File: src/rtl/and_gate_pkg.sv
// Shared defaults and counter-control encoding for the and_gate cell.
package and_gate_pkg;

  localparam int unsigned DEF_WIDTH = 1;
  localparam int unsigned DEF_CNT_W = 8;

  typedef enum logic {
    CNT_HOLD = 1'b0,
    CNT_INC  = 1'b1
  } cnt_op_e;

endpackage : and_gate_pkg

File: src/rtl/and_gate_if.sv
// Operand/result bundle for and_gate; master drives operands, slave drives results.
interface and_gate_if
  import and_gate_pkg::*;
#(
  parameter int unsigned WIDTH = DEF_WIDTH,
  parameter int unsigned CNT_W = DEF_CNT_W
);

  logic [WIDTH-1:0] a;
  logic [WIDTH-1:0] b;
  logic [WIDTH-1:0] y;
  logic             y_all;
  logic [WIDTH-1:0] y_q;
  logic [CNT_W-1:0] hit_cnt;

  modport master (
    output a, b,
    input  y, y_all, y_q, hit_cnt
  );

  modport slave (
    input  a, b,
    output y, y_all, y_q, hit_cnt
  );

endinterface : and_gate_if

File: src/rtl/and_gate_stat.sv
// Observability side of and_gate: registered copy of y and a saturating all-ones hit counter.
module and_gate_stat
  import and_gate_pkg::*;
#(
  parameter int unsigned WIDTH = DEF_WIDTH,
  parameter int unsigned CNT_W = DEF_CNT_W
) (
  input  logic             clk,
  input  logic             rst_n,
  input  logic [WIDTH-1:0] i_y,
  input  logic             i_y_all,
  output logic [WIDTH-1:0] o_y_q,
  output logic [CNT_W-1:0] o_hit_cnt
);

  logic [WIDTH-1:0] r_y_q;
  logic [CNT_W-1:0] r_hit_cnt;
  cnt_op_e          w_op;

  // Saturate at all-ones rather than wrapping back to zero.
  assign w_op = (i_y_all === 1'b1 && r_hit_cnt != {CNT_W{1'b1}}) ? CNT_INC : CNT_HOLD;

  always_ff @(posedge clk or negedge rst_n) begin
    if (!rst_n) begin
      r_y_q     <= '0;
      r_hit_cnt <= '0;
    end else begin
      r_y_q <= i_y;
      if (w_op == CNT_INC) begin
        r_hit_cnt <= r_hit_cnt + CNT_W'(1);
      end
    end
  end

  assign o_y_q     = r_y_q;
  assign o_hit_cnt = r_hit_cnt;

endmodule : and_gate_stat

File: src/rtl/and_gate.sv
// Bitwise AND cell: zero-latency combinational result plus registered status outputs.
module and_gate
  import and_gate_pkg::*;
#(
  parameter int unsigned WIDTH = DEF_WIDTH,
  parameter int unsigned CNT_W = DEF_CNT_W
) (
  input  logic       clk,
  input  logic       rst_n,
  and_gate_if.slave  io
);

  logic [WIDTH-1:0] w_y;
  logic             w_y_all;

  // Combinational path is independent of clk and rst_n.
  assign w_y      = io.a & io.b;
  assign w_y_all  = &w_y;
  assign io.y     = w_y;
  assign io.y_all = w_y_all;

  and_gate_stat #(
    .WIDTH (WIDTH),
    .CNT_W (CNT_W)
  ) u_stat (
    .clk       (clk),
    .rst_n     (rst_n),
    .i_y       (w_y),
    .i_y_all   (w_y_all),
    .o_y_q     (io.y_q),
    .o_hit_cnt (io.hit_cnt)
  );

endmodule : and_gate

File: src/flat_wrapper.sv
// flat-port wrapper written by rule: the top's interface ports become plain ports
module and_gate_flat import and_gate_pkg::*;
#(
  parameter int unsigned WIDTH = DEF_WIDTH,
  parameter int unsigned CNT_W = DEF_CNT_W
)
  (clk, rst_n, io_a, io_b, io_y, io_y_all, io_y_q, io_hit_cnt);
  and_gate_if #(.WIDTH(WIDTH), .CNT_W(CNT_W)) io_i ();
  input  logic clk;
  input  logic rst_n;
  input wire logic [$bits(io_i.a)-1:0] io_a;
  input wire logic [$bits(io_i.b)-1:0] io_b;
  output wire logic [$bits(io_i.y)-1:0] io_y;
  output wire logic [$bits(io_i.y_all)-1:0] io_y_all;
  output wire logic [$bits(io_i.y_q)-1:0] io_y_q;
  output wire logic [$bits(io_i.hit_cnt)-1:0] io_hit_cnt;
  assign io_i.a = io_a;
  assign io_i.b = io_b;
  assign io_y = io_i.y;
  assign io_y_all = io_i.y_all;
  assign io_y_q = io_i.y_q;
  assign io_hit_cnt = io_i.hit_cnt;
  and_gate #(.WIDTH(WIDTH), .CNT_W(CNT_W)) u_core (.clk(clk), .rst_n(rst_n), .io(io_i));
endmodule
File: config.mk
export PLATFORM = sky130hd
export DESIGN_NAME = and_gate_flat
export DESIGN_NICKNAME = d
export VERILOG_FILES = /design/src/rtl/and_gate_pkg.sv /design/src/rtl/and_gate_if.sv /design/src/rtl/and_gate_stat.sv /design/src/rtl/and_gate.sv /design/src/flat_wrapper.sv
export SDC_FILE = /design/constraint.sdc
export NUM_CORES = 1
export LEC_CHECK = 0
export CAP_MARGIN = 30
export CORE_AREA = 2 2 39 41
export DETAILED_ROUTE_END_ITERATION = 8
export DIE_AREA = 0 0 41 43
export SYNTH_ARGS = -nofsm -noshare
export SYNTH_HDL_FRONTEND = slang
export SYNTH_SLANG_ARGS = --single-unit
File: constraint.sdc
create_clock -name clk -period 1.8 [get_ports clk]
set_input_delay 0.18 -clock clk [delete_from_list [all_inputs] [get_ports clk]]
set_output_delay 0.18 -clock clk [all_outputs]
set_load 0.03 [all_outputs]
# Word-level counts from Yosys, hierarchy flattened
# Cells that the tools add are included.
[word_totals]
mem_bits_ro = 0
word_cells = 8
memories = 0
latch_bits = 0
output_inout_bits = 11
ram_bits = 0
in_bits = 4
reg_bits = 9
[op_classes]
shift = 0
n_eq_ne = 2
muxes = 1
div_mod_pow = 0
magnitude_cmp = 0
bitwise_logic = 1
n_reduce_logical = 1
mul = 0
n_addsub = 1
[op_table]
columns = ["op", "count"]
rows = [
  ["$add A8 B1 Y8 const B", 1],
  ["$ne A8 B8 Y1 const B", 1],
  ["$and A1 B1 Y1", 1],
  ["$eqx A1 B1 Y1 const B", 1],
  ["$logic_and A1 B1 Y1", 1],
  ["$mux W1", 1],
]

# Depth between registers and ports, before layout
[depth]
word_depth = 4
depth_mapped = 5
mapped_depth_nobuf = 5

# Hierarchy
# Synthesis repeated with hierarchy kept, for this count alone.
[hier_totals]
cells_unflattened = 38
area_unflattened_um2 = 429.2
[modules_own_cells]
columns = ["module", "n_inst", "seq_area_each_um2", "cells_per_inst", "area_each_um2"]
rows = [
  ["and_gate_stat", 1, 225.2, 36, 415.4],
  ["and_gate", 1, 0.0, 2, 13.8],
]

# Worst setup path before layout
# Ideal clock, no wire load.
[synth_timing]
path_type = "reg2reg"
start = "register u_core.u_stat.r_hit_cnt[0] (netlist: u_core.u_stat.o_hit_cnt[0])"
end = "register u_core.u_stat.r_hit_cnt[1] (netlist: u_core.u_stat.o_hit_cnt[1])"
path_buffers = 0
slack_ns = 0.230
path_stages_with_launch = 5
period_less_slack_ns = 1.570
t_arrival_ns = 1.442
setup_time_ns = 0.128
t_required_ns = 1.672
path_cell_list = "dfrtp_1 -> ha_1 -> nand4_1 -> o21ai_2 -> mux2_1"
[synth_via]
elab_chain_cells = 3
elab_cells_between_ends = 4
classes_between = "add/sub (1); eq/ne (1); mux (1); reduce/logical (1)"
[synth_rtl]
columns = ["item", "line", "source"]
rows = [
  ["start: declaration", "and_gate_stat.sv:17", "logic [CNT_W-1:0] r_hit_cnt;"],
  ["start signal: assignment", "and_gate_stat.sv:30", "r_hit_cnt <= r_hit_cnt + CNT_W'(1);"],
  ["parallel branches: the longest is 3 deep, another holds $add A8 B1 Y8", "n/a", ""],
]
# Parallel ways; which one is timed is not known.
# A chain may end at the register's enable or synchronous reset.

# Worst setup path in the final report
[layout_timing]
start = "input port io_a"
end = "output port io_y"
[layout_via]
elab_chain_cells = 1
[layout_rtl]
columns = ["item", "line", "source"]
rows = [
  ["start: declaration", "flat_wrapper.sv:11", "input wire logic [$bits(io_i.a)-1:0] io_a;"],
  ["$and A1 B1 Y1", "and_gate.sv:17", "assign w_y = io.a & io.b;"],
  ["end: declaration", "flat_wrapper.sv:13", "output wire logic [$bits(io_i.y)-1:0] io_y;"],
]
# Every way passes these cells.

==> metrics <==
static leakage 0.263 nW; syn avg cell area 11.0 sq um; vias per inst 4.85; First-pass DRT Iterations 4; max-slew headroom at the worst pin 71.8%; ant diodes 0; Cell variety after synth 19; Max Cap Viol 0; # DRC 0; most used cell, CP clkdlybuf4s50_1; Longest Clk Path Bufs 2; placer congestion estimate 0.686; worst skew pair latency 0.26 ns; Vias 354; initial antenna violation count 0; critical setup path kind in -> out; number of global-route vias before repair 316; Design Power 0.945 mW; VDD IR-drop max 0.846 mV; critical path, cell by cell clkdlybuf4s50_1 -> and2_4 -> clkdlybuf4s50_1; clk root buf clkbuf_4; kind of end point of the critical path primary output; share of the yosys chip area belonging to registers 51.1%; post-route minimum period 1.70 ns; final worst path period share 94.6%; skew final 0.000386 ns; final setup fails 0; status complete, no violations; Site Rows 14; Yosys warning count 0; number of hold buffers added after CTS 0; cells after synthesis 40; final hold violations 0; Antenna Nets Post-Route 0; RSZ-0062 raised after global routing false; CTS Sinks 9; die area 0.00176 sq mm; TritonCTS Buffers 3; largest net degree at the start of global routing 10; Worst-Margin Slew 0.421 ns; power per cell area 1520 mW/mm^2; largest area contributor in the netlist dfrtp_1; layout cells sized above 1 17.5%; critical path arrival 1.52 ns; Setup TNS Final 0 ns; top post-synthesis cells by area dfrtp_1 (51%), mux2_1 (5.1%), nor2_1 (5.1%); # port buffers 14; first-pass GRT wire length 1.44 mm; wire per inst 12.1 microns; area grow syn2layout 40.9%; GRT overflow 0; CP max FO 6; Pins Over Slew Limit 0; Slowest-stage cell, CP clkdlybuf4s50_1; share of the synthesized area in the top cell type 51.1%; GRT Util Overall 12.9%; CTS resizes 0; Post-Syn Area 440 sq um; Post-CTS Setup Bufs 0; Starting Density 31.8%; Crit path largest cell delay 0.67 ns; 1st-iter DRT viols 8; DIE HEIGHT 43 microns; Detail Placement HPWL 663 microns; H-tree depth 1; Total Wirelength 885 microns; Seq cells post-synth 9; Core Footprint 0.00138 sq mm; CTS tree built; startpoint types input pin; Worst EP required 1.62 ns; Final nets 63; Min-Delay Path Class in -> async; Max Fclk 587 MHz; # IOs 15; die width 41 microns; Clock transition at path regs 0.07 ns; post-synth net total 45
[worst max-delay path, delay by kind of cell]
kind	cells	cell delay [ns]
buffers and inverters	2	1.15
and+or+nand+nor	1	0.18
[layer usage]
| layer | GRT usage (%) | routed length (microns) | vias up |
|---|---|---|---|
| met2 | 15.0 | 396 | 18 |
| met3 | 3.66 | 84 | 2 |
| met4 | 10.0 | 11 | 0 |
| li1 | - | - | 173 |
| met5 | 0 | 0 | - |
| met1 | 18.9 | 392 | 161 |
[state kept, by name (all words and copies together) (netlist names)]
register                 cells
u_core.u_stat.o_hit_cnt      8
u_core.u_stat.o_y_q          1
[metrics by stage]
step                setup WS (ns)  cells  utilization (%)  area (sq um)  hold WS, ns
floorplan                   0.230     40                -           440       -0.116
global placement            0.105     69             42.9           593        0.518
detailed placement         0.0959     69             42.9           593        0.511
CTS                        0.0912     73             44.8           621        0.221
global route               0.0697     73             44.8           621        0.241
finish                     0.0969     73             44.8           621        0.214
[power by group]
group	total (mW)	leakage (nW)	internal (mW)	switching [mW]
clock network	0.162	0.0177	0.0822	0.0803
registers	0.370	0.114	0.270	0.100
logic	0.412	0.132	0.182	0.230
[area by class of cell]
class,count,area (sq um)
tap,16,20.0
inverter,1,3.75
clock buffer,3,22.5
timing repair buffer,14,140
sequential,9,225
multi-input combinational,29,204
clock inverter,1,5.00
fill,153,763
[cells in the mapped netlist, drive strengths merged]
master and number:
o21ai 1, nor4 1, ha 1, buf 1, nand2 4, xor2 2
a21oi 1, nor2 6, nand3 1, a31oi 1, mux2 2, and3 1
xnor2 2, inv 1, and2 1, nand4 3, dfrtp 9, nor3 2
[cells in the final DEF (no fill, tap or decap), drive strengths merged, types with 2 or more instances in the layout]
| cell | synthesis | final |
|---|---|---|
| clkdlybuf4s50 | 0 | 14 |
| nor3 | 2 | 2 |
| nand4 | 3 | 3 |
| nor2 | 6 | 6 |
| nand2 | 4 | 4 |
| xor2 | 2 | 2 |
| dfrtp | 9 | 9 |
| xnor2 | 2 | 2 |
| mux2 | 2 | 2 |
| clkbuf | 0 | 3 |
[final timing paths]
path / slack [ns] / cells after the start / end / from
max: 0.1 / 3 / io_y / io_a
min: 0.21 / 1 / u_core.u_stat.o_hit_cnt[5] / rst_n
max reg2reg: 0.35 / 4 / u_core.u_stat.o_hit_cnt[1] / u_core.u_stat.o_hit_cnt[0]
min reg2reg: 0.53 / 1 / u_core.u_stat.o_hit_cnt[5] / u_core.u_stat.o_hit_cnt[5]
max in group asynchronous: 1.29 / 1 / u_core.u_stat.o_hit_cnt[1] / rst_n
min in group clk: 0.53 / 1 / u_core.u_stat.o_hit_cnt[5] / u_core.u_stat.o_hit_cnt[5]
[cell families (layout without fill, tap and decap cells)]
family          count (synthesis)  after routing  share of synthesized area (%)
buf+inv                         2             19                           2.56
flops                           9              9                           51.1
mux                             2              2                           5.11
fa+ha+maj                       1              1                           2.84
xor+xnor                        4              4                           7.96
compound gates                  3              3                           4.55
simple gates                   19             19                           25.9
Note: power is estimated with default switching activity, not from simulation.
